--- src/rtl/instr_fetch_unit.sv ---
// ---------------------------------------------------------------------------
// instr_fetch_unit
//   Instruction fetch/issue unit for the FSM controller. Holds a writable
//   program memory, sequences a program counter and presents one 32-bit
//   instruction word per issue slot of SLOT_CYCLES clocks.
//
//   Optional feature: define IFU_BRANCH_EN to build the branch capture logic.
//   Without it, branch/branch_offset are ignored and the PC always steps by 1.
//
// Ports
//   clk, rst_n          : clock (rising edge), async active-low reset
//   start               : begin execution at PC 0 (honored in IDLE/HALT)
//   load_en/addr/data   : program memory write (honored in IDLE/HALT)
//   branch, branch_offset : branch request and signed word offset
//   instruction         : issued word (registered)
//   instr_valid         : instruction holds a live program word
//   pc                  : address of the word being issued
//   busy, halted        : high in ISSUE / HALT respectively
// ---------------------------------------------------------------------------
module instr_fetch_unit #(
    parameter int          ADDR_W      = 6,
    parameter int          SLOT_CYCLES = 4,
    parameter logic [9:0]  HALT_OPCODE = 10'b1111111111
) (
    input  logic              clk,
    input  logic              rst_n,
    input  logic              start,
    input  logic              load_en,
    input  logic [ADDR_W-1:0] load_addr,
    input  logic [31:0]       load_data,
    input  logic              branch,
    input  logic [6:0]        branch_offset,
    output logic [31:0]       instruction,
    output logic              instr_valid,
    output logic [ADDR_W-1:0] pc,
    output logic              busy,
    output logic              halted
);

    typedef enum logic [1:0] {S_IDLE, S_ISSUE, S_HALT} state_t;

    localparam int              CNT_W    = (SLOT_CYCLES > 1) ? $clog2(SLOT_CYCLES) : 1;
    localparam logic [CNT_W-1:0] CNT_LAST = CNT_W'(SLOT_CYCLES - 1);

    state_t             state;
    logic [CNT_W-1:0]   slot_cnt;
    logic [31:0]        mem [0:(1 << ADDR_W) - 1];

    logic               load_ok;
    logic               slot_end;
    logic [31:0]        start_word;
    logic [ADDR_W-1:0]  next_pc;
    logic [31:0]        next_word;

    // Writes are gated by rst_n so an edge during reset cannot corrupt memory.
    assign load_ok  = rst_n && load_en && (state != S_ISSUE);
    assign slot_end = (state == S_ISSUE) && (slot_cnt == CNT_LAST);

    // A write to address 0 in the start cycle is forwarded to the first fetch.
    assign start_word = (load_ok && (load_addr == '0)) ? load_data : mem[0];
    assign next_word  = mem[next_pc];

    // NOTE: program memory has no reset; it is plain storage and clearing it
    // would need a per-word reset network that buys nothing functionally.
    always_ff @(posedge clk) begin
        if (load_ok) begin
            mem[load_addr] <= load_data;
        end
    end

`ifdef IFU_BRANCH_EN
    logic       br_flag;
    logic [6:0] br_off_q;
    logic       br_take;
    logic [6:0] br_off;

    // The branch may arrive on the last slot cycle, so the live input is
    // merged with the sticky flag; the earliest offset in the slot wins.
    // NOTE: every always_comb output gets a default first so no latch forms.
    always_comb begin
        br_take = br_flag | branch;
        br_off  = br_flag ? br_off_q : branch_offset;
        next_pc = pc + 1'b1;
        if (br_take) begin
            next_pc = pc + ADDR_W'($signed(br_off));
        end
    end

    always_ff @(posedge clk or negedge rst_n) begin
        if (!rst_n) begin
            br_flag  <= 1'b0;
            br_off_q <= '0;
        end else if (slot_end) begin
            br_flag  <= 1'b0;
        end else if ((state == S_ISSUE) && branch && !br_flag) begin
            br_flag  <= 1'b1;
            br_off_q <= branch_offset;
        end
    end
`else
    logic unused_branch;
    assign unused_branch = &{1'b0, branch, branch_offset};
    assign next_pc       = pc + 1'b1;
`endif

    // NOTE: sequential state uses non-blocking assignments so every register
    // samples the pre-edge values regardless of statement order.
    always_ff @(posedge clk or negedge rst_n) begin
        if (!rst_n) begin
            state       <= S_IDLE;
            slot_cnt    <= '0;
            instruction <= '0;
            instr_valid <= 1'b0;
            pc          <= '0;
            busy        <= 1'b0;
            halted      <= 1'b0;
        end else begin
            case (state)
                S_IDLE, S_HALT: begin
                    if (start) begin
                        slot_cnt <= '0;
                        pc       <= '0;
                        if (start_word[31:22] == HALT_OPCODE) begin
                            state       <= S_HALT;
                            instruction <= '0;
                            instr_valid <= 1'b0;
                            busy        <= 1'b0;
                            halted      <= 1'b1;
                        end else begin
                            state       <= S_ISSUE;
                            instruction <= start_word;
                            instr_valid <= 1'b1;
                            busy        <= 1'b1;
                            halted      <= 1'b0;
                        end
                    end
                end
                S_ISSUE: begin
                    if (slot_end) begin
                        slot_cnt <= '0;
                        pc       <= next_pc;
                        if (next_word[31:22] == HALT_OPCODE) begin
                            state       <= S_HALT;
                            instruction <= '0;
                            instr_valid <= 1'b0;
                            busy        <= 1'b0;
                            halted      <= 1'b1;
                        end else begin
                            instruction <= next_word;
                        end
                    end else begin
                        slot_cnt <= slot_cnt + 1'b1;
                    end
                end
                default: state <= S_IDLE;
            endcase
        end
    end

endmodule

--- config.mk ---
export PLATFORM = sky130hd
export DESIGN_NAME = instr_fetch_unit
export DESIGN_NICKNAME = d
export VERILOG_FILES = /design/src/rtl/instr_fetch_unit.sv
export SDC_FILE = /design/constraint.sdc
export NUM_CORES = 2
export LEC_CHECK = 0
export ABC_AREA = 1
export CAP_MARGIN = 10
export CORE_MARGIN = 4
export CORE_UTILIZATION = 34
export CTS_CLUSTER_DIAMETER = 40
export DETAILED_ROUTE_END_ITERATION = 8
export GPL_TIMING_DRIVEN = 0
export HOLD_SLACK_MARGIN = 0.12
export PLACE_DENSITY = 0.6
export SYNTH_ARGS = -nofsm -noshare
export SYNTH_HDL_FRONTEND = slang
export SYNTH_SLANG_ARGS = --single-unit
--- constraint.sdc ---
create_clock -name clk -period 2.8 [get_ports clk]
set_input_delay 0.42 -clock clk [delete_from_list [all_inputs] [get_ports clk]]
set_output_delay 0.42 -clock clk [all_outputs]
set_load 0.1 [all_outputs]
==> impl_metrics.toml <==
[status]
status = "finished, violations left"
violations = "negative setup slack"

[placement]
dp_slack_ns = -2.78
numPortBuffers = 82
dpl_cell_area_um2 = 91500
gp_congestion = 1.02
place_inst = 10069
dp_hpwl_um = 233000

[pwr]
powerDensity_nw_per_um2 = 1270
p_total_mw = 138
p_leak_nw = 37.6
ir_worst_vdd_uv = 776

[synth]
synth.area.top_cells = "edfxtp_1 (73%), nand2_1 (7.0%), nand3_1 (6.9%)"
synth_cell_types = 33
syn-mean-instance-area_um2 = 12.6
synth_fp_nets = 6715
synth.top_cell.area_share = 0.735
synth-seq-cells = 2092
synthCells = 6663
yosysSeqAreaShare = 0.748
synth_area_leader_cell = "edfxtp_1"
ys_warn_count = 0
synth_area_um2 = 83700

[global_routing]
antenna_found_initial = 14
grt.overflow.total = 0
grt_pass1_wl_um = 477000
grt_usage = 0.267
grt_max_degree = 66
grt_pass1_vias = 59051

[sta]
period_needed_ns = 3.19
worst_hold_slack_ns = 0.141
report.final.slew_viol_count = 0
fin_ws_ns = -0.394
slew-limit-headroom = 0.170
tightest_slew_ns = 1.25
rsz0062_at_grt = "yes"
setup_viol = 196
fin_worst_skew_ns = 0.0639
fmax_mhz = 313
hold_viol = 0
tns_ns = -16.10
fin_crit_sh = 1.14

[cells_and_area]
post-route-util = 0.446
layout_common_cells = "edfxtp_1 (2,048), nand2_1 (1,506), nand3_1 (949)"
post-route-cell-area_um2 = 109000
synthToLayoutAreaGrowth_pct = 30.2
final_common_cell = "edfxtp_1"
layout.cells.non_filler = 10711
drive_above_1_share = 0.229
nNetsFinal = 7340

[worst_setup_path]
cp-start-kind = "flop"
cp_slowest_cell = "dfrtp_4"
cpMostUsedCell = "nand3_2"
cp_slowest_stage_delay_ns = 0.54
crit_path_max_fanout = 6
cp_cell_sequence = "ha_4, buf_12, buf_16, buf_8, clkbuf_8, o21ai_0, o221ai_1, nand3_2, o311ai_4, nand3_2, nand2_4, nand3_2, a21oi_2"
critPathArrivalTime_ns = 4.01
path_class = "flop to flop"
ff2ff_setup_slack_ns = -0.39
cp.buffers_inverters = 4
cp_data_required_time_ns = 3.62
timing.rr.start = "pc[0]"
r2r_cells = 13
r2r-end = "instruction[15]"
crit_path_end_kind = "flop"
cpLargestDelayFamily = "buffers and inverters"

[routing]
vias = 63334
drt_iter0_drc = 11108
routed_via_density = 5.91
ant_nets = 0
wl_per_cell_um = 33.1
drc = 0
routed_wl_um = 355000
dr.pass1.iters = 7

[clock_network]
cts_sinks = 2092
clkTransAtPathRegs_ns = 0.06
cts_tree = "yes"
htreeDepth = 5
cts_buffer_depth = 4
clock_latency_ns = 0.94
root_buffer = "clkbuf_16"
cts_buffers = 291

[min_path]
worstHoldStart = "load_data[12]"
min_path_cells = 1
hold_end = "mem[24][12]"
worst_hold_path_type = "input pin to flop"

[floorplanning]
core_area_um2 = 244000
design.die.area_um2 = 254000
io-pin-count = 91
num_rows = 181
chipWidth_um = 504
die_h_um = 504
initial_core_util = 0.343

[flow_run]
cap_viol_max_count = 0
[flip-flops by register name, indices dropped and copies added, names as in the netlist]
name and flops:
halted 1, state 2, instruction 32, pc 6
mem 2048, slot_cnt 2, busy 1
[worst max-delay path by stage]
stage | start | to | slack, ns | cells after the start
3_3_place_gp | rst_n | mem[25][3] | -6.42 | 5
2_1_floorplan | state[0] | mem[24][0] | -0.02 | 5
4_1_cts | pc[0] | instruction[3] | -0.31 | 14
6_report | pc[0] | instruction[15] | -0.39 | 13
5_1_grt | pc[0] | instruction[17] | -0.38 | 14
3_5_place_dp | pc[0] | instruction[2] | -2.78 | 13
[area by class of cell]
| class | count | area (µm²) |
|---|---|---|
| well taps | 3202 | 4010 |
| diodes | 18 | 45.0 |
| repair buffers | 338 | 5020 |
| inverters | 63 | 253 |
| plain buffers | 462 | 4910 |
| clock buffers | 331 | 7580 |
| clock inverters | 165 | 1920 |
| fillers | 21337 | 135000 |
| flip-flops and latches | 2092 | 62600 |
| multi-input cells | 4040 | 22700 |
[cell usage after synthesis]
master,number
buf_2,192
o21ai_1,16
nor2_1,460
nor4_1,1
nor2_4,3
nand2_1,1553
clkbuf_1,190
edfxtp_1,2048
or2_2,4
nand3_1,1146
inv_1,56
nand4_1,4
buf_1,63
clkinv_1,1
a32o_1,1
nand2_2,1
o22ai_1,6
o311ai_1,87
a31oi_1,1
xor2_2,1
a22o_1,1
a21oi_1,209
dfrtp_1,44
o211ai_1,2
buf_6,1
xor2_1,1
nand3b_1,2
o21ai_0,355
o221ai_1,174
nor3_1,10
buf_4,22
ha_1,2
inv_2,6
[logic make-up (layout without fill, tap and decap cells)]
family | count (synthesis) | count (layout) | share of synthesized area
adder cells (fa/ha/maj) | 2 | 2 | 0.000299
AND/OR/NAND/NOR | 3184 | 3184 | 0.161
other | 0 | 18 | 0
AO/OA/AOI/OAI | 852 | 852 | 0.0629
XOR/XNOR | 2 | 2 | 0.000299
flip-flops | 2092 | 2092 | 0.748
buffers and inverters | 531 | 1359 | 0.0278
[layer usage]
metal | vias to the layer above | track usage | routed length (µm)
met2 | 5243 | 0.377 | 148000
met5 | - | 0.00488 | 187
met1 | 31125 | 0.337 | 125000
met3 | 1194 | 0.106 | 54800
li1 | 25768 | - | -
met4 | 4 | 0.175 | 27600
[timing repair]
item,in CTS,in global routing
hold endpoints to repair,803,0
setup endpoints to repair,552,243
hold buffers,25,0
buffers inserted,65,27
cloned,9,8
pin swaps,127,145
resized for setup,1353,313
[power by group]
group / switching, mW / internal (mW) / total, mW
Clock: 14.3 / 22.5 / 36.8
Combinational: 44.9 / 21.0 / 65.9
Sequential: 0.535 / 34.7 / 35.2
No activity file was read; power rests on OpenSTA's default activity.
